### src/rtl/ioctl_loader_pkg.sv
// Shared types and geometry helpers for the ioctl download loader.
package ioctl_loader_pkg;

  typedef enum logic [1:0] {
    IDLE  = 2'd0,
    LOAD  = 2'd1,
    FLUSH = 2'd2,
    HOLD  = 2'd3
  } state_t;

  function automatic int lane_count(input int data_w, input int mem_w);
    return mem_w / data_w;
  endfunction

  function automatic int word_shift(input int mem_w);
    return $clog2(mem_w / 8);
  endfunction

endpackage

### src/rtl/ioctl_pack_word.sv
// Accumulator that merges ioctl beats into one memory word and hands finished words onward.
module ioctl_pack_word
  import ioctl_loader_pkg::*;
#(
  parameter int DATA_W  = 16,
  parameter int MEM_W   = 32,
  parameter int WADDR_W = 23,
  localparam int LANES  = lane_count(DATA_W, MEM_W),
  localparam int LANE_W = (LANES > 1) ? $clog2(LANES) : 1
) (
  input  logic               clk_i,
  input  logic               rst_n_i,
  input  logic               wr_i,
  input  logic [LANE_W-1:0]  lane_i,
  input  logic [WADDR_W-1:0] waddr_i,
  input  logic [DATA_W-1:0]  data_i,
  input  logic               flush_i,
  output logic               push_o,
  output logic [WADDR_W-1:0] push_addr_o,
  output logic [MEM_W-1:0]   push_data_o,
  output logic [LANES-1:0]   push_mask_o,
  output logic               empty_o
);

  logic [WADDR_W-1:0] addr_q, addr_d;
  logic [MEM_W-1:0]   data_q, data_d;
  logic [LANES-1:0]   mask_q, mask_d;
  logic [LANES-1:0]   lane_bit_s, merged_mask_s;
  logic [MEM_W-1:0]   merged_data_s, fresh_data_s;

  always_comb begin
    lane_bit_s = '0;
    lane_bit_s[lane_i] = 1'b1;
    merged_mask_s = mask_q | lane_bit_s;
    merged_data_s = data_q;
    merged_data_s[lane_i*DATA_W +: DATA_W] = data_i;
    fresh_data_s = '0;
    fresh_data_s[lane_i*DATA_W +: DATA_W] = data_i;
  end

  // A write to a new word evicts the partial word and starts a fresh one in the same cycle
  always_comb begin
    addr_d      = addr_q;
    data_d      = data_q;
    mask_d      = mask_q;
    push_o      = 1'b0;
    push_addr_o = addr_q;
    push_data_o = data_q;
    push_mask_o = mask_q;
    if (wr_i) begin
      if ((mask_q != '0) && (addr_q != waddr_i)) begin
        push_o = 1'b1;
        addr_d = waddr_i;
        data_d = fresh_data_s;
        mask_d = lane_bit_s;
      end else if (merged_mask_s == '1) begin
        push_o      = 1'b1;
        push_addr_o = waddr_i;
        push_data_o = merged_data_s;
        push_mask_o = merged_mask_s;
        addr_d      = waddr_i;
        data_d      = '0;
        mask_d      = '0;
      end else begin
        addr_d = waddr_i;
        data_d = merged_data_s;
        mask_d = merged_mask_s;
      end
    end else if (flush_i && (mask_q != '0)) begin
      push_o = 1'b1;
      data_d = '0;
      mask_d = '0;
    end else begin
      mask_d = mask_q;
    end
  end

  always_ff @(posedge clk_i or negedge rst_n_i) begin
    if (!rst_n_i) begin
      addr_q <= '0;
      data_q <= '0;
      mask_q <= '0;
    end else begin
      addr_q <= addr_d;
      data_q <= data_d;
      mask_q <= mask_d;
    end
  end

  assign empty_o = (mask_q == '0);

endmodule

### src/rtl/ioctl_loader.sv
// HPS download loader: word packing, region steering, back-pressure and core reset sequencing.
// Define IOCTL_LOADER_CHECKSUM_EN to add the csum_o/csum_valid_o download checksum outputs.
module ioctl_loader
  import ioctl_loader_pkg::*;
#(
  parameter int DATA_W      = 16,
  parameter int MEM_W       = 32,
  parameter int ADDR_W      = 25,
  parameter int NUM_REGIONS = 2,
  parameter int RESET_HOLD  = 255
) (
  input  logic                                clk_sys_i,
  input  logic                                reset_n_i,
  input  logic                                ioctl_download_i,
  input  logic [7:0]                          ioctl_index_i,
  input  logic                                ioctl_wr_i,
  input  logic [ADDR_W-1:0]                   ioctl_addr_i,
  input  logic [DATA_W-1:0]                   ioctl_dout_i,
  output logic                                ioctl_wait_o,
  output logic [NUM_REGIONS-1:0]              mem_region_o,
  output logic [ADDR_W-word_shift(MEM_W)-1:0] mem_addr_o,
  output logic [MEM_W-1:0]                    mem_data_o,
  output logic [MEM_W/8-1:0]                  mem_be_o,
  output logic                                mem_we_o,
  input  logic                                mem_ready_i,
  output logic                                sys_reset_o,
  output logic                                proto_err_o
`ifdef IOCTL_LOADER_CHECKSUM_EN
  ,
  output logic [15:0]                         csum_o,
  output logic                                csum_valid_o
`endif
);

  localparam int LANES   = lane_count(DATA_W, MEM_W);
  localparam int LANE_W  = (LANES > 1) ? $clog2(LANES) : 1;
  localparam int LANE_LO = $clog2(DATA_W / 8);
  localparam int WSHIFT  = word_shift(MEM_W);
  localparam int WADDR_W = ADDR_W - WSHIFT;
  localparam int BPL     = DATA_W / 8;
  localparam int CNT_W   = $clog2(RESET_HOLD + 1);

  state_t                 state_q, state_d;
  logic [CNT_W-1:0]       cnt_q, cnt_d;
  logic                   booted_q, booted_d;
  logic                   sys_reset_q, proto_err_q;
  logic [NUM_REGIONS-1:0] region_q, region_sel_s;
  logic                   out_valid_q;
  logic [NUM_REGIONS-1:0] out_region_q;
  logic [WADDR_W-1:0]     out_addr_q, push_addr_s;
  logic [MEM_W-1:0]       out_data_q, push_data_s;
  logic [MEM_W/8-1:0]     out_be_q, push_be_s;
  logic [LANES-1:0]       push_mask_s;
  logic [LANE_W-1:0]      lane_s;
  logic                   accept_s, flush_s, push_s, acc_empty_s, enter_load_s;

  // Writes are only taken while OUT is free; anything else is a protocol violation
  assign accept_s     = ioctl_wr_i && !out_valid_q && ioctl_download_i && (state_q == LOAD);
  assign flush_s      = (state_q == FLUSH) && !out_valid_q;
  assign enter_load_s = (state_d == LOAD) && (state_q != LOAD);
  assign lane_s       = (LANES > 1) ? LANE_W'(ioctl_addr_i >> LANE_LO) : '0;

  ioctl_pack_word #(
    .DATA_W  (DATA_W),
    .MEM_W   (MEM_W),
    .WADDR_W (WADDR_W)
  ) u_pack (
    .clk_i       (clk_sys_i),
    .rst_n_i     (reset_n_i),
    .wr_i        (accept_s),
    .lane_i      (lane_s),
    .waddr_i     (ioctl_addr_i[ADDR_W-1:WSHIFT]),
    .data_i      (ioctl_dout_i),
    .flush_i     (flush_s),
    .push_o      (push_s),
    .push_addr_o (push_addr_s),
    .push_data_o (push_data_s),
    .push_mask_o (push_mask_s),
    .empty_o     (acc_empty_s)
  );

  always_comb begin
    if (ioctl_index_i >= 8'(NUM_REGIONS - 1)) begin
      region_sel_s = NUM_REGIONS'(1) << (NUM_REGIONS - 1);
    end else begin
      region_sel_s = NUM_REGIONS'(1) << ioctl_index_i;
    end
    push_be_s = '0;
    for (int i = 0; i < LANES; i++) begin
      push_be_s[i*BPL +: BPL] = {BPL{push_mask_s[i]}};
    end
  end

  // FLUSH leaves as soon as OUT drains this cycle so HOLD starts with the bus idle
  always_comb begin
    state_d  = state_q;
    cnt_d    = cnt_q;
    booted_d = booted_q;
    case (state_q)
      IDLE: begin
        if (ioctl_download_i) begin
          state_d  = LOAD;
          booted_d = 1'b1;
        end else begin
          state_d = IDLE;
        end
      end
      LOAD: begin
        if (!ioctl_download_i) state_d = FLUSH;
        else                   state_d = LOAD;
      end
      FLUSH: begin
        if (acc_empty_s && (!out_valid_q || mem_ready_i)) begin
          state_d = ioctl_download_i ? LOAD : HOLD;
          cnt_d   = CNT_W'(RESET_HOLD);
        end else begin
          state_d = FLUSH;
        end
      end
      HOLD: begin
        if (ioctl_download_i)            state_d = LOAD;
        else if (cnt_q <= CNT_W'(1))     state_d = IDLE;
        else                             cnt_d   = cnt_q - CNT_W'(1);
      end
      default: state_d = IDLE;
    endcase
  end

  always_ff @(posedge clk_sys_i or negedge reset_n_i) begin
    if (!reset_n_i) begin
      state_q     <= IDLE;
      cnt_q       <= '0;
      booted_q    <= 1'b0;
      sys_reset_q <= 1'b1;
      proto_err_q <= 1'b0;
      region_q    <= '0;
    end else begin
      state_q     <= state_d;
      cnt_q       <= cnt_d;
      booted_q    <= booted_d;
      sys_reset_q <= !booted_d || (state_d != IDLE);
      proto_err_q <= proto_err_q || (ioctl_wr_i && out_valid_q);
      if (enter_load_s) region_q <= region_sel_s;
    end
  end

  always_ff @(posedge clk_sys_i or negedge reset_n_i) begin
    if (!reset_n_i) begin
      out_valid_q  <= 1'b0;
      out_region_q <= '0;
      out_addr_q   <= '0;
      out_data_q   <= '0;
      out_be_q     <= '0;
    end else if (push_s) begin
      out_valid_q  <= 1'b1;
      out_region_q <= region_q;
      out_addr_q   <= push_addr_s;
      out_data_q   <= push_data_s;
      out_be_q     <= push_be_s;
    end else if (out_valid_q && mem_ready_i) begin
      out_valid_q  <= 1'b0;
    end
  end

  assign ioctl_wait_o = out_valid_q;
  assign mem_we_o     = out_valid_q;
  assign mem_region_o = out_region_q;
  assign mem_addr_o   = out_addr_q;
  assign mem_data_o   = out_data_q;
  assign mem_be_o     = out_be_q;
  assign sys_reset_o  = sys_reset_q;
  assign proto_err_o  = proto_err_q;

`ifdef IOCTL_LOADER_CHECKSUM_EN
  logic [15:0] csum_q;
  logic        csum_valid_q;

  always_ff @(posedge clk_sys_i or negedge reset_n_i) begin
    if (!reset_n_i) begin
      csum_q       <= 16'h0000;
      csum_valid_q <= 1'b0;
    end else begin
      if (enter_load_s)  csum_q <= 16'h0000;
      else if (accept_s) csum_q <= csum_q + 16'(ioctl_dout_i);
      csum_valid_q <= booted_d && ((state_d == IDLE) || (state_d == HOLD));
    end
  end

  assign csum_o       = csum_q;
  assign csum_valid_o = csum_valid_q;
`endif

endmodule

### config.mk
export PLATFORM = sky130hd
export DESIGN_NAME = ioctl_loader
export DESIGN_NICKNAME = d
export VERILOG_FILES = /design/src/rtl/ioctl_loader_pkg.sv /design/src/rtl/ioctl_pack_word.sv /design/src/rtl/ioctl_loader.sv
export SDC_FILE = /design/constraint.sdc
export NUM_CORES = 1
export LEC_CHECK = 0
export CAP_MARGIN = 30
export CELL_PAD_IN_SITES_DETAIL_PLACEMENT = 0
export CELL_PAD_IN_SITES_GLOBAL_PLACEMENT = 1
export CORE_ASPECT_RATIO = 0.75
export CORE_MARGIN = 10
export CORE_UTILIZATION = 37
export CTS_CLUSTER_SIZE = 14
export DETAILED_ROUTE_END_ITERATION = 6
export PLACE_DENSITY_LB_ADDON = 0.12
export SLEW_MARGIN = 10
export SYNTH_ARGS = -nofsm -noshare
export SYNTH_HDL_FRONTEND = slang
export SYNTH_SLANG_ARGS = --single-unit
### constraint.sdc
create_clock -name clk_sys_i -period 2.32 [get_ports clk_sys_i]
set_input_delay 0.348 -clock clk_sys_i [delete_from_list [all_inputs] [get_ports clk_sys_i]]
set_output_delay 0.348 -clock clk_sys_i [all_outputs]
set_load 0.01 [all_outputs]
# Word-level counts from Yosys, hierarchy flattened
# Cells that the tools add are included.
[totals] regBits=133 in_bits=54 output_inout_bits=65 elab_cells=99
[op_classes] addsub=2 n_lt_le_gt_ge=4 n_eq_ne=10 shifts=3 mux=40 n_bitwise=2 n_reduce_logical=24
[op_table] cell="$mux 32" n=7
[op_table] cell="$mux 23" n=3
[op_table] cell="$neg 5->34" n=1
[op_table] cell="$shift 16x34->32 const A" n=1
[op_table] cell="$shiftx 16x34->32" n=1
[op_table] cell="$and 32x32->32" n=1
[op_table] cell="$bwmux 32" n=1
[op_table] cell="$mux 2" n=13
[op_table] cell="$mux 8" n=3
[op_table] cell="$ne 23x23->1" n=1
[op_table] cell="$pmux 8 s2" n=1
[op_table] cell="$logic_and 1x1->1" n=11
[op_table] cell="$mux 1" n=10
[op_table] cell="$reduce_bool 2->1" n=5
[op_table] cell="$ge 8x1->1 const B" n=1
[op_table] cell="$le 8x1->1 const B" n=1
[op_table] cell="$pmux 2 s4" n=1
[op_table] cell="$shl 1x8->2 const A" n=1
[op_table] cell="$sub 8x1->8 const B" n=1
[op_table] cell="$eq 2x2->1 const B" n=3
[op_table] cell="$eq 2x1->1 const B" n=2
[op_table] cell="$logic_not 2->1" n=2
[op_table] cell="$ne 2x1->1 const B" n=2
[op_table] cell="$ne 2x2->1 const B" n=2
[op_table] cell="7 further kinds" n=10

# Logic depth before layout (Yosys ltp)
# Gate-level depths: netlist of the first run.
[logic_depth] word_depth=10 mapped_depth=9 depth_no_buf=8

# By module
# Synthesis of the first run repeated with hierarchy kept, for this count alone.
[hier_totals] hier_cells=613 area_unflattened_um2=6821.5
[by_module_without_submodules] mod="ioctl_pack_word" n_inst=1 cells_each=397 area_each_um2=3777.4 seq_area_each_um2=1426.4
[by_module_without_submodules] mod="ioctl_loader" n_inst=1 cells_each=216 area_each_um2=3044.2 seq_area_each_um2=1878.1

# Worst setup path before layout of the first run
# No wires, ideal clock.
[synth_path] path_type="reg-to-reg" startpoint="reg out_valid_q (netlist: ioctl_wait_o)" endpoint="reg out_data_q[29] (netlist: mem_data_o[29])" setup_time_ps=128 arrival_ps=2302 required_ps=2192 slack_ps=-110 path_stages_with_launch=9 n_path_buf=2 period_less_slack_ps=2430 path_cell_list="dfrtp_1 -> nand2b_1 -> or3_4 -> nor4_1 -> and4_1 -> buf_4 -> buf_4 -> mux2_2 -> mux2_1"
[synth_between] elab_chain_cells=5 word_cells_on_any_way=9 cone_classes="mux (3); reduce/logical (6)"
[synth_rtl] item="from (decl)" line_no="ioctl_loader.sv:48" rtl="logic out_valid_q;"
[synth_rtl] item="from (signal assigned)" line_no="ioctl_loader.sv:149" rtl="out_valid_q <= 1'b0;"
[synth_rtl] item="from (signal assigned)" line_no="ioctl_loader.sv:155" rtl="out_valid_q <= 1'b1;"
[synth_rtl] item="from (signal assigned)" line_no="ioctl_loader.sv:161" rtl="out_valid_q <= 1'b0;"
[synth_rtl] item="$logic_not 1->1 (*)" line_no="ioctl_loader.sv:58, ioctl_loader.sv:59"
[synth_rtl] item="$logic_and 1x1->1 (on tied branches)" line_no="ioctl_loader.sv:59, ioctl_loader.sv:58"
[synth_rtl] item="$logic_and 1x1->1 (on tied branches)" line_no="ioctl_pack_word.sv:69, ioctl_loader.sv:58"
[synth_rtl] item="$mux 1 / $logic_and 1x1->1 (equally long branches)" line_no="ioctl_pack_word.sv:69, ioctl_loader.sv:58"
[synth_rtl] item="$mux 1 / $mux 32 (equally long branches)" line_no="ioctl_pack_word.sv:50" rtl="if (wr_i) begin"
[synth_rtl] item="to (signal assigned)" line_no="ioctl_loader.sv:158" rtl="out_data_q <= push_data_s;"
[synth_rtl] item="to (decl)" line_no="ioctl_loader.sv:51" rtl="logic [MEM_W-1:0] out_data_q, push_data_s;"
# Mark *: on every way between the ends. The rest lies on a longest branch, timed or not.
# A chain may end at the register's enable or synchronous reset.

# Worst setup path after layout of the first run
[layout_path] startpoint="reg out_valid_q (netlist: ioctl_wait_o)" endpoint="reg out_data_q[23] (netlist: mem_data_o[23])"
# Same word-level chain as after synthesis.

==> metrics.md, run 1 <==
| Metric | Value |
|---|---|
| Asr flop ratio synth | `100%` |
| Biggest cell delay along the critical path | `0.39 ns` |
| Period minus WS final | `2.32 ns` |
| Non-Filler Instances | `1059` |
| Failing checks | `setup timing` |
| Max Clock Skew | `0.00914 ns` |
| Port Buffer Count | `117` |
| CP startpoint kind | `flop` |
| Setup CP Type | `reg -> reg` |
| Required time worst endpoint | `2.62 ns` |
| Pwr dens | `1150 mW/mm^2` |
| Drt first pass iters | `4` |
| Yosys reg bits | `132` |
| GP Congestion | `0.763` |
| Rows | `42` |
| Clock-pin slew on the worst setup and hold paths | `0.06 ns` |
| Routed vias | `5472` |
| Place WS | `-0.576 ns` |
| Initial Utilization | `38.1%` |
| Final Hold Fails | `0` |
| Post-Syn Area | `0.00680 sq mm` |
| Vias in the first global route | `5718` |
| CTS H-tree lvls | `4` |
| Synthesized Nets | `723` |
| Die Area | `0.0243 sq mm` |
| Clock Latency Late Sink | `0.42 ns` |
| Worst EP arrival | `2.63 ns` |
| Slew @ Worst Pin | `0.590 ns` |
| Dpl hpwl | `12.8 mm` |
| Clock network power share | `25.5%` |
| Hold crit path type | `in -> reg` |
| Worst setup margin | `-0.00211 ns` |
| Final Net Count | `860` |
| DRT iter0 DRCs | `483` |
| Global-route wire length before repair | `31.6 mm` |
| Net Sw Frac | `33.4%` |
| TritonCTS clock tree | `done` |
| FMAX | `431 MHz` |
| Post-synth EDFFs | `0` |
| DRC | `0` |
| Clock sink count | `132` |
| Synth Flop Type | `dfrtp_1` |
| Cell repeated most along the worst path | `mux2_2` |
| Register area share after synthesis | `48.6%` |
| Synth area leaders | `dfrtp_1 48%, mux2_2 11%, nand2_1 8.6%` |
| Status | `finished with violations` |
| Worst path slowest cell | `or3_4` |
| RSZ-0062 raised after global routing | `yes` |
| Max-cap violations | `0` |
| Final Slew Violations | `0` |
| Initial antenna violation count | `0` |
| Die width | `177 microns` |
| Synth top area share | `48.2%` |
| Synth area leader | `dfrtp_1` |
| Register area | `0.00331 sq mm` |
| Total core area | `0.0179 sq mm` |
| Slew HR | `60.7%` |
| Die height | `137 microns` |
| Cell depth of the worst min-delay path | `3` |
| Post-DR vias/cell | `5.17` |
| Switch Pwr | `3.59 mW` |
| Avg Cell Area, Syn | `10.2 sq um` |
| Area growth syn-to-layout | `37.9%` |
| Ant. Diodes | `0` |
| Remaining antenna violation count | `0` |
| Num ports | `119` |
| Pin count of the biggest net entering global routing | `65` |
| Fillers | `1614` |
| Internal power | `7.17 mW` |
| Inst Count DP | `1017` |
| Combinational fraction of design power | `39.7%` |
| YS warnings | `0` |
| Peak VDD IR | `0.513 mV` |
| Clock Path Buffers | `2` |
| Tot Pwr | `10.8 mW` |
| Finish-stage setup viols | `1` |
| Tcrit/Tclk final | `100%` |
| Total wire length | `19.4 mm` |
| Layout cell share with drive strength beyond 1 | `23.1%` |
| Overflow after GRT | `0` |
| Routed WL per cell | `18.4 microns` |
| LEAKAGE | `4.07 nW` |
| Crit. End Element | `flop` |
| CTS root buffer | `clkbuf_16` |
| Flop pwr share | `34.9%` |
| Crit Path Max Fanout | `9` |
| Crit-path cells | `nand2b_4 > or3_4 > nor4_4 > and4_4 > buf_12 > mux2_2 > mux2_2` |
| Reg2Reg Depth | `7` |
| R2R Setup Slk | `-0.002 ns` |
| Post-synth cell types | `44` |
| Cells after Synth | `667` |
| Gr usage total | `16.4%` |
| Multi-input logic area | `0.00341 sq mm` |
| Num CTS Buffers | `17` |
[cells by family after synthesis]
| kind of cell | count (synthesis) | share of synthesized area (%) |
|---|---|---|
| mux | 93 | 16.3 |
| compound gates | 116 | 10.9 |
| xor+xnor | 27 | 3.48 |
| simple gates | 247 | 16.9 |
| buf+inv | 50 | 3.37 |
| fa+ha+maj | 2 | 0.368 |
| flops | 132 | 48.6 |
[per-stage QoR]
step	utilization [%]	TNS (ns)	hold WS, ns	instance area [sq um]
floorplan	-	-0.00922	0.0524	6810
global placement	47.7	-34.69	0.310	8510
detailed placement	47.7	-34.40	0.308	8510
CTS	52.2	-1.30	0.241	9320
global route	52.5	-1.66	0.242	9380
finish	52.5	-0.00211	0.236	9380
[synthesized netlist by cell type, types with 2 or more instances]
library cell	n
nand2_1	155
dfrtp_1	131
a21oi_1	70
mux2_2	64
nand2b_1	35
a32oi_1	32
clkbuf_1	31
xnor2_1	23
mux2_4	17
nor2_1	15
mux2_1	9
buf_4	7
buf_2	6
inv_1	5
nand3_1	5
nor3_1	5
nor4_1	5
and3_1	4
nand3b_1	4
nand4_1	4
xor2_1	4
mux2i_1	3
nor2b_1	3
nor3_2	3
o21ai_0	3
a21o_1	2
a31o_2	2
and4_1	2
ha_1	2
or3_1	2
[path summary, 6_finish.rpt]
| kind | endpoint | start |
|---|---|---|
| hold reg to reg | proto_err_o | proto_err_o |
| min in group asynchronous | mem_addr_o[14] | reset_n_i |
| setup reg to reg | mem_data_o[23] | ioctl_wait_o |
| max in group asynchronous | u_pack.data_q[3] | reset_n_i |
| hold / removal | u_pack.addr_q[10] | ioctl_addr_i[12] |
| setup / recovery | mem_data_o[23] | ioctl_wait_o |
[registers in the layout, indices dropped and copies added (netlist names), 2 cells and up]
register       flops
mem_data_o        32
u_pack.data_q     32
mem_addr_o        23
u_pack.addr_q     23
cnt_q              8
mem_be_o           2
mem_region_o       2
region_q           2
state_q            2
u_pack.mask_q      2
[power groups by stage]
stage               sequential, mW  clock, mW  combinational [mW]
floorplan                     3.82          0                2.03
global placement              3.74          0                3.98
detailed placement            3.78          0                4.07
CTS                           3.75       2.80                4.27
global route                  3.87       2.91                4.66
finish                        3.75       2.74                4.27
[critical path, delay by kind of cell, from the launching register on]
family / cells / cell delay [ns]
buffers and inverters: 1 / 0.16
multiplexers: 2 / 0.59
AND/OR/NAND/NOR: 4 / 1.07
flip-flops: 1 / 0.37
[final cells by class]
| class | count | area share (%) |
|---|---|---|
| Clock inverter | 8 | 1.04 |
| Inverter | 5 | 0.200 |
| Timing Repair Buffer | 163 | 18.6 |
| Multi-Input combinational cell | 485 | 36.4 |
| Clock buffer | 24 | 5.35 |
| Tap cell | 242 | 3.23 |
| Sequential cell | 132 | 35.3 |
[routing by layer]
layer	global-route usage (%)	vias up	part of all wire [%]
met5	0	-	0
met4	4.33	0	0.91
met3	4.70	13	5.4
met2	25.9	129	46
met1	21.6	2733	48
li1	-	2597	-
[placed cells by master, fill, tap and decap left out, drive strengths merged, types with 5 or more instances in the layout]
master | netlist | final
nor4 | 5 | 5
clkdlybuf4s50 | 0 | 111
nand3 | 5 | 5
dfrtp | 131 | 131
nand2b | 35 | 35
nor3 | 8 | 8
buf | 14 | 45
nor2 | 15 | 15
inv | 5 | 5
a21oi | 70 | 70
mux2 | 90 | 90
clkbuf | 31 | 24
nand2 | 155 | 155
a32oi | 32 | 32
xnor2 | 23 | 23
nand4 | 5 | 5
[what timing repair did]
item	4_1_cts	5_1_grt
hold buffers	1	0
hold endpoints to repair	42	0
setup endpoints to repair	17	91
buffers inserted	6	1
gates resized for setup	20	14
cloned	3	0
pin swaps	5	5
Power figures use the tool's default switching activity.
==> inputs of run 2 (changes only) <==
--- a/config.mk
+++ b/config.mk
@@ -10,7 +10,7 @@
 export CELL_PAD_IN_SITES_GLOBAL_PLACEMENT = 1
 export CORE_ASPECT_RATIO = 0.75
 export CORE_MARGIN = 10
-export CORE_UTILIZATION = 37
+export CORE_UTILIZATION = 41
 export CTS_CLUSTER_SIZE = 14
 export DETAILED_ROUTE_END_ITERATION = 6
 export PLACE_DENSITY_LB_ADDON = 0.12
==> constraint.sdc (replaced) <==
create_clock -name clk_sys_i -period 2.4 [get_ports clk_sys_i]
set_input_delay 0.36 -clock clk_sys_i [delete_from_list [all_inputs] [get_ports clk_sys_i]]
set_output_delay 0.36 -clock clk_sys_i [all_outputs]
set_load 0.01 [all_outputs]
==> metrics.md, run 2 (synthesized netlist as in run 1, its figures left out) <==
| Metric | Value |
|---|---|
| Status | `complete, no violations` |
| Clock sink count | `132` |
| R2R Setup Slk | `0.08 ns` |
| Initial Utilization | `42.2%` |
| Worst EP arrival | `2.64 ns` |
| Final Hold Fails | `0` |
| Tcrit/Tclk final | `97.3%` |
| LEAKAGE | `3.96 nW` |
| Pwr dens | `1100 mW/mm^2` |
| Clock Latency Late Sink | `0.42 ns` |
| DRT iter0 DRCs | `315` |
| Rows | `40` |
| Vias in the first global route | `5578` |
| Remaining antenna violation count | `0` |
| Setup CP Type | `in -> reg` |
| Area growth syn-to-layout | `34.0%` |
| RSZ-0062 raised after global routing | `no` |
| DRC | `0` |
| Inst Count DP | `985` |
| CP startpoint kind | `input port` |
| Clock-pin slew on the worst setup and hold paths | `0.06 ns` |
| Tot Pwr | `10.0 mW` |
| Pin count of the biggest net entering global routing | `67` |
| Total wire length | `18.6 mm` |
| Required time worst endpoint | `2.70 ns` |
| Peak VDD IR | `0.542 mV` |
| Post-DR vias/cell | `5.34` |
| Die width | `169 microns` |
| Commonest non-fill, non-tap cells in the layout | `154 x nand2_1, 131 x dfrtp_1, 113 x clkdlybuf4s50_1` |
| CTS root buffer | `clkbuf_16` |
| FMAX | `428 MHz` |
| Routed vias | `5438` |
| Global-route wire length before repair | `30.4 mm` |
| Ant. Diodes | `0` |
| Hold Slack | `0.356 ns` |
| CTS H-tree lvls | `4` |
| Final Net Count | `852` |
| Worst hold path endpoint | `proto_err_o` |
| Die height | `132 microns` |
| Drt first pass iters | `4` |
| Reg-to-reg endpoint | `mem_data_o[29]` |
| Dpl hpwl | `12.4 mm` |
| Commonest non-fill, non-tap cell in the layout | `nand2_1` |
| Non-Filler Instances | `1019` |
| Overflow after GRT | `0` |
| Min-Delay Startpoint | `ioctl_wr_i` |
| Slew @ Worst Pin | `0.586 ns` |
| Max Clock Skew | `0.0107 ns` |
| Crit Path Max Fanout | `9` |
| Hold crit path type | `in -> reg` |
| Critical R2R Launch | `u_pack.addr_q[16]` |
| Slew HR | `60.9%` |
| Total core area | `0.0161 sq mm` |
| Clock Path Buffers | `2` |
| Num ports | `119` |
| Reg2Reg Depth | `7` |
| Period minus WS final | `2.34 ns` |
| Routed WL per cell | `18.2 microns` |
| Initial antenna violation count | `0` |
| Cell depth of the worst min-delay path | `2` |
| Number of buffers inserted by post-CTS setup repair | `0` |
| Die Area | `0.0222 sq mm` |
| Gr usage total | `16.8%` |
| Port Buffer Count | `117` |
| Crit. End Element | `flop` |
| TritonCTS clock tree | `done` |
| Finish-stage setup viols | `0` |
| Max-cap violations | `0` |
| GP Congestion | `0.789` |
| Final Slew Violations | `0` |
| Layout cell share with drive strength beyond 1 | `21.3%` |
| Num CTS Buffers | `17` |
[run 2: how the worst max path moves through the flow]
stage,startpoint,to,slack (ns),cells after the start
floorplan,ioctl_wait_o,mem_data_o[29],0.002,8
global route,u_pack.addr_q[5],mem_data_o[25],0.001,7
detailed placement,ioctl_download_i,mem_data_o[29],-0.55,8
global placement,ioctl_download_i,mem_data_o[31],-0.47,8
CTS,ioctl_addr_i[11],mem_data_o[29],0.02,8
finish,ioctl_addr_i[18],mem_data_o[29],0.06,8
[run 2: metal layers]
layer	GRT usage, %	wire, microns	vias up
met5	0	0	-
met4	4.63	227	0
met3	6.02	1200	22
met2	25.2	8470	124
met1	22.2	8660	2700
li1	-	-	2592
[run 2: timing repair]
item / in CTS / in global routing
pin swaps: 2 / 2
hold buffers: 1 / 0
endpoints found under the setup margin: 16 / 53
resized for setup: 10 / 5
gates cloned: 1 / 0
hold endpoints to repair: 52 / 0
[run 2: critical path, cell delays in order]
cell,delay (ns)
clkdlybuf4s50_1,0.44
xnor2_1,0.23
nand2_1,0.18
nor4_4,0.32
and4_4,0.32
buf_12,0.16
mux2_2,0.34
mux2_1,0.28
[run 2: report_power, final]
group | internal [mW] | switching, mW | total [mW] | leakage (nW)
Clock | 1.48 | 1.01 | 2.49 | 0.268
Combinational | 2.09 | 1.80 | 3.89 | 2.00
Sequential | 3.01 | 0.611 | 3.62 | 1.69
[run 2: cell type report]
cell class / count / area, sq um
Timing Repair Buffer: 155 / 1610
Fill cell: 1406 / 7000
Multi-Input combinational cell: 485 / 3350
Tap cell: 210 / 263
Inverter: 5 / 18.8
Sequential cell: 132 / 3300
Clock buffer: 20 / 457
Clock inverter: 12 / 106
[run 2: through the flow]
stage	cell area (sq um)	setup slack [ns]	setup TNS [ns]	util (%)
2_1_floorplan	6800	0.00179	0	-
3_3_place_gp	8450	-0.473	-28.30	52.5
3_5_place_dp	8450	-0.554	-31.23	52.5
4_1_cts	9080	0.0194	0	56.4
5_1_grt	9110	0.00148	0	56.6
6_report	9110	0.0637	0	56.6
==> inputs of run 3 (changes only) <==
--- a/config.mk
+++ b/config.mk
@@ -13,6 +13,7 @@
 export CORE_UTILIZATION = 41
 export CTS_CLUSTER_SIZE = 14
 export DETAILED_ROUTE_END_ITERATION = 6
+export GPL_TIMING_DRIVEN = 0
 export PLACE_DENSITY_LB_ADDON = 0.12
 export SLEW_MARGIN = 10
 export SYNTH_ARGS = -nofsm -noshare
==> metrics.md, run 3 (synthesized netlist as in run 1, its figures left out) <==
| Metric | Value |
|---|---|
| Clock sink count | `132` |
| Slew @ Worst Pin | `0.630 ns` |
| Final TNS setup | `0 ns` |
| Rows | `40` |
| Final Net Count | `862` |
| DRC | `0` |
| Final Slew Violations | `0` |
| TritonCTS clock tree | `done` |
| Min-Delay Startpoint | `ioctl_download_i` |
| R2R Setup Slk | `0.04 ns` |
| Global-route wire length before repair | `31.4 mm` |
| Clock-pin slew on the worst setup and hold paths | `0.06 ns` |
| Die Area | `0.0222 sq mm` |
| Area growth syn-to-layout | `31.9%` |
| Finish-stage setup viols | `0` |
| Gr usage total | `17.4%` |
| Total wire length | `19.4 mm` |
| Pwr dens | `1100 mW/mm^2` |
| Clock Latency Late Sink | `0.42 ns` |
| Hold crit path type | `in -> reg` |
| Clock Path Buffers | `2` |
| Drt first pass iters | `5` |
| Crit. End Element | `flop` |
| Setup CP Type | `reg -> reg` |
| Peak VDD IR | `0.535 mV` |
| Worst EP arrival | `2.66 ns` |
| Crit-path cells | `nand2b_4 > or3_4 > nor4_2 > and4_1 > buf_6 > buf_12 > mux2_2 > mux2_1` |
| Routed WL per cell | `18.9 microns` |
| Overflow after GRT | `0` |
| GP Congestion | `0.807` |
| Num CTS Buffers | `17` |
| LEAKAGE | `3.87 nW` |
| CP startpoint kind | `flop` |
| Die width | `169 microns` |
| Max Clock Skew | `0.00536 ns` |
| CTS root buffer | `clkbuf_16` |
| Fillers | `1414` |
| Reg-to-reg endpoint | `mem_data_o[25]` |
| Slew HR | `57.6%` |
| Reg2Reg Depth | `8` |
| Commonest non-fill, non-tap cells in the layout | `154 x nand2_1, 128 x dfrtp_1, 114 x clkdlybuf4s50_1` |
| Cell depth of the worst min-delay path | `2` |
| FMAX | `423 MHz` |
| Period minus WS final | `2.36 ns` |
| Max-cap violations | `0` |
| Vias in the first global route | `5722` |
| Dpl hpwl | `14.1 mm` |
| Worst hold path endpoint | `state_q[1]` |
| Buffers and inverters on the worst path | `2` |
| Worst path top cell family by delay | `simple AND/OR/NAND/NOR gates` |
| Commonest non-fill, non-tap cell in the layout | `nand2_1` |
| Worst path slowest cell | `dfrtp_2` |
| Total core area | `0.0161 sq mm` |
| Crit Path Max Fanout | `10` |
| Required time worst endpoint | `2.70 ns` |
| DRT iter0 DRCs | `405` |
| Biggest cell delay along the critical path | `0.40 ns` |
| RSZ-0062 raised after global routing | `yes` |
| Die height | `132 microns` |
| Critical R2R Launch | `ioctl_wait_o` |
| Routed vias | `5583` |
| Num ports | `119` |
| Initial Utilization | `42.2%` |
| Remaining antenna violation count | `0` |
| Post-DR vias/cell | `5.44` |
| Tot Pwr | `9.85 mW` |
| Layout cell share with drive strength beyond 1 | `19.6%` |
| Tcrit/Tclk final | `98.4%` |
| Ant. Diodes | `0` |
| CTS H-tree lvls | `4` |
| Pin count of the biggest net entering global routing | `71` |
| Initial antenna violation count | `0` |
| Final Hold Fails | `0` |
| Port Buffer Count | `116` |
| Status | `complete, no violations` |
## run 3: power by group
part | switching, mW | internal (mW) | total, mW
clock network | 0.938 | 1.48 | 2.42
logic | 1.82 | 1.97 | 3.79
registers | 0.632 | 3.02 | 3.65
total | 3.39 | 6.46 | 9.85
## run 3: cell type report
class                           count  area, sq um  area share (%)
Tap cell                          210          263            2.93
Buffer                             42          250            2.79
Sequential cell                   132         3310            36.9
Multi-Input combinational cell    485         3350            37.3
Inverter                            5         18.8           0.209
Clock inverter                      6         55.1           0.614
Clock buffer                       23          478            5.33
Timing Repair Buffer              123         1250            13.9
## run 3: worst max-delay path by stage
| stage | start | to | slack [ns] | depth (start not counted) |
|---|---|---|---|---|
| after global placement | reset_n_i | mem_data_o[28] | -4.43 | 1 |
| after CTS | ioctl_wait_o | mem_data_o[25] | 0.003 | 8 |
| after global routing | state_q[0] | mem_data_o[25] | -0.02 | 8 |
| after detailed placement | ioctl_addr_i[14] | u_pack.data_q[20] | -0.83 | 10 |
| final | ioctl_wait_o | mem_data_o[25] | 0.04 | 8 |
| after floorplan | ioctl_wait_o | mem_data_o[29] | 0.002 | 8 |
## run 3: what timing repair did
action / CTS / global route
setup endpoints to repair: 91 / 84
hold buffers: 1 / 0
pin swaps: 2 / 2
buffers inserted: 4 / 1
endpoints found under the hold margin: 62 / 0
gates resized for setup: 27 / 15
## run 3: per-stage QoR
step / utilization (%) / std cells / worst slack [ns] / hold WS, ns / instance area [sq um]
4_1_cts: 55.4 / 1026 / 0.00254 / 0.199 / 8920
3_5_place_dp: 51.2 / 994 / -0.828 / 0.402 / 8260
6_report: 55.7 / 1026 / 0.0377 / 0.217 / 8970
2_1_floorplan: - / 667 / 0.00179 / 0.0644 / 6800
5_1_grt: 55.7 / 1026 / -0.0249 / 0.216 / 8970
3_3_place_gp: 51.0 / 993 / -4.43 / 0.441 / 8230
## run 3: layer usage
layer  routed length, microns  track usage [%]  up-vias
met5                        0                0        -
met2                     8510             24.9      165
met4                      340             6.56        0
li1                         -                -     2616
met3                     1320             5.04       26
met1                     9230             24.1     2776
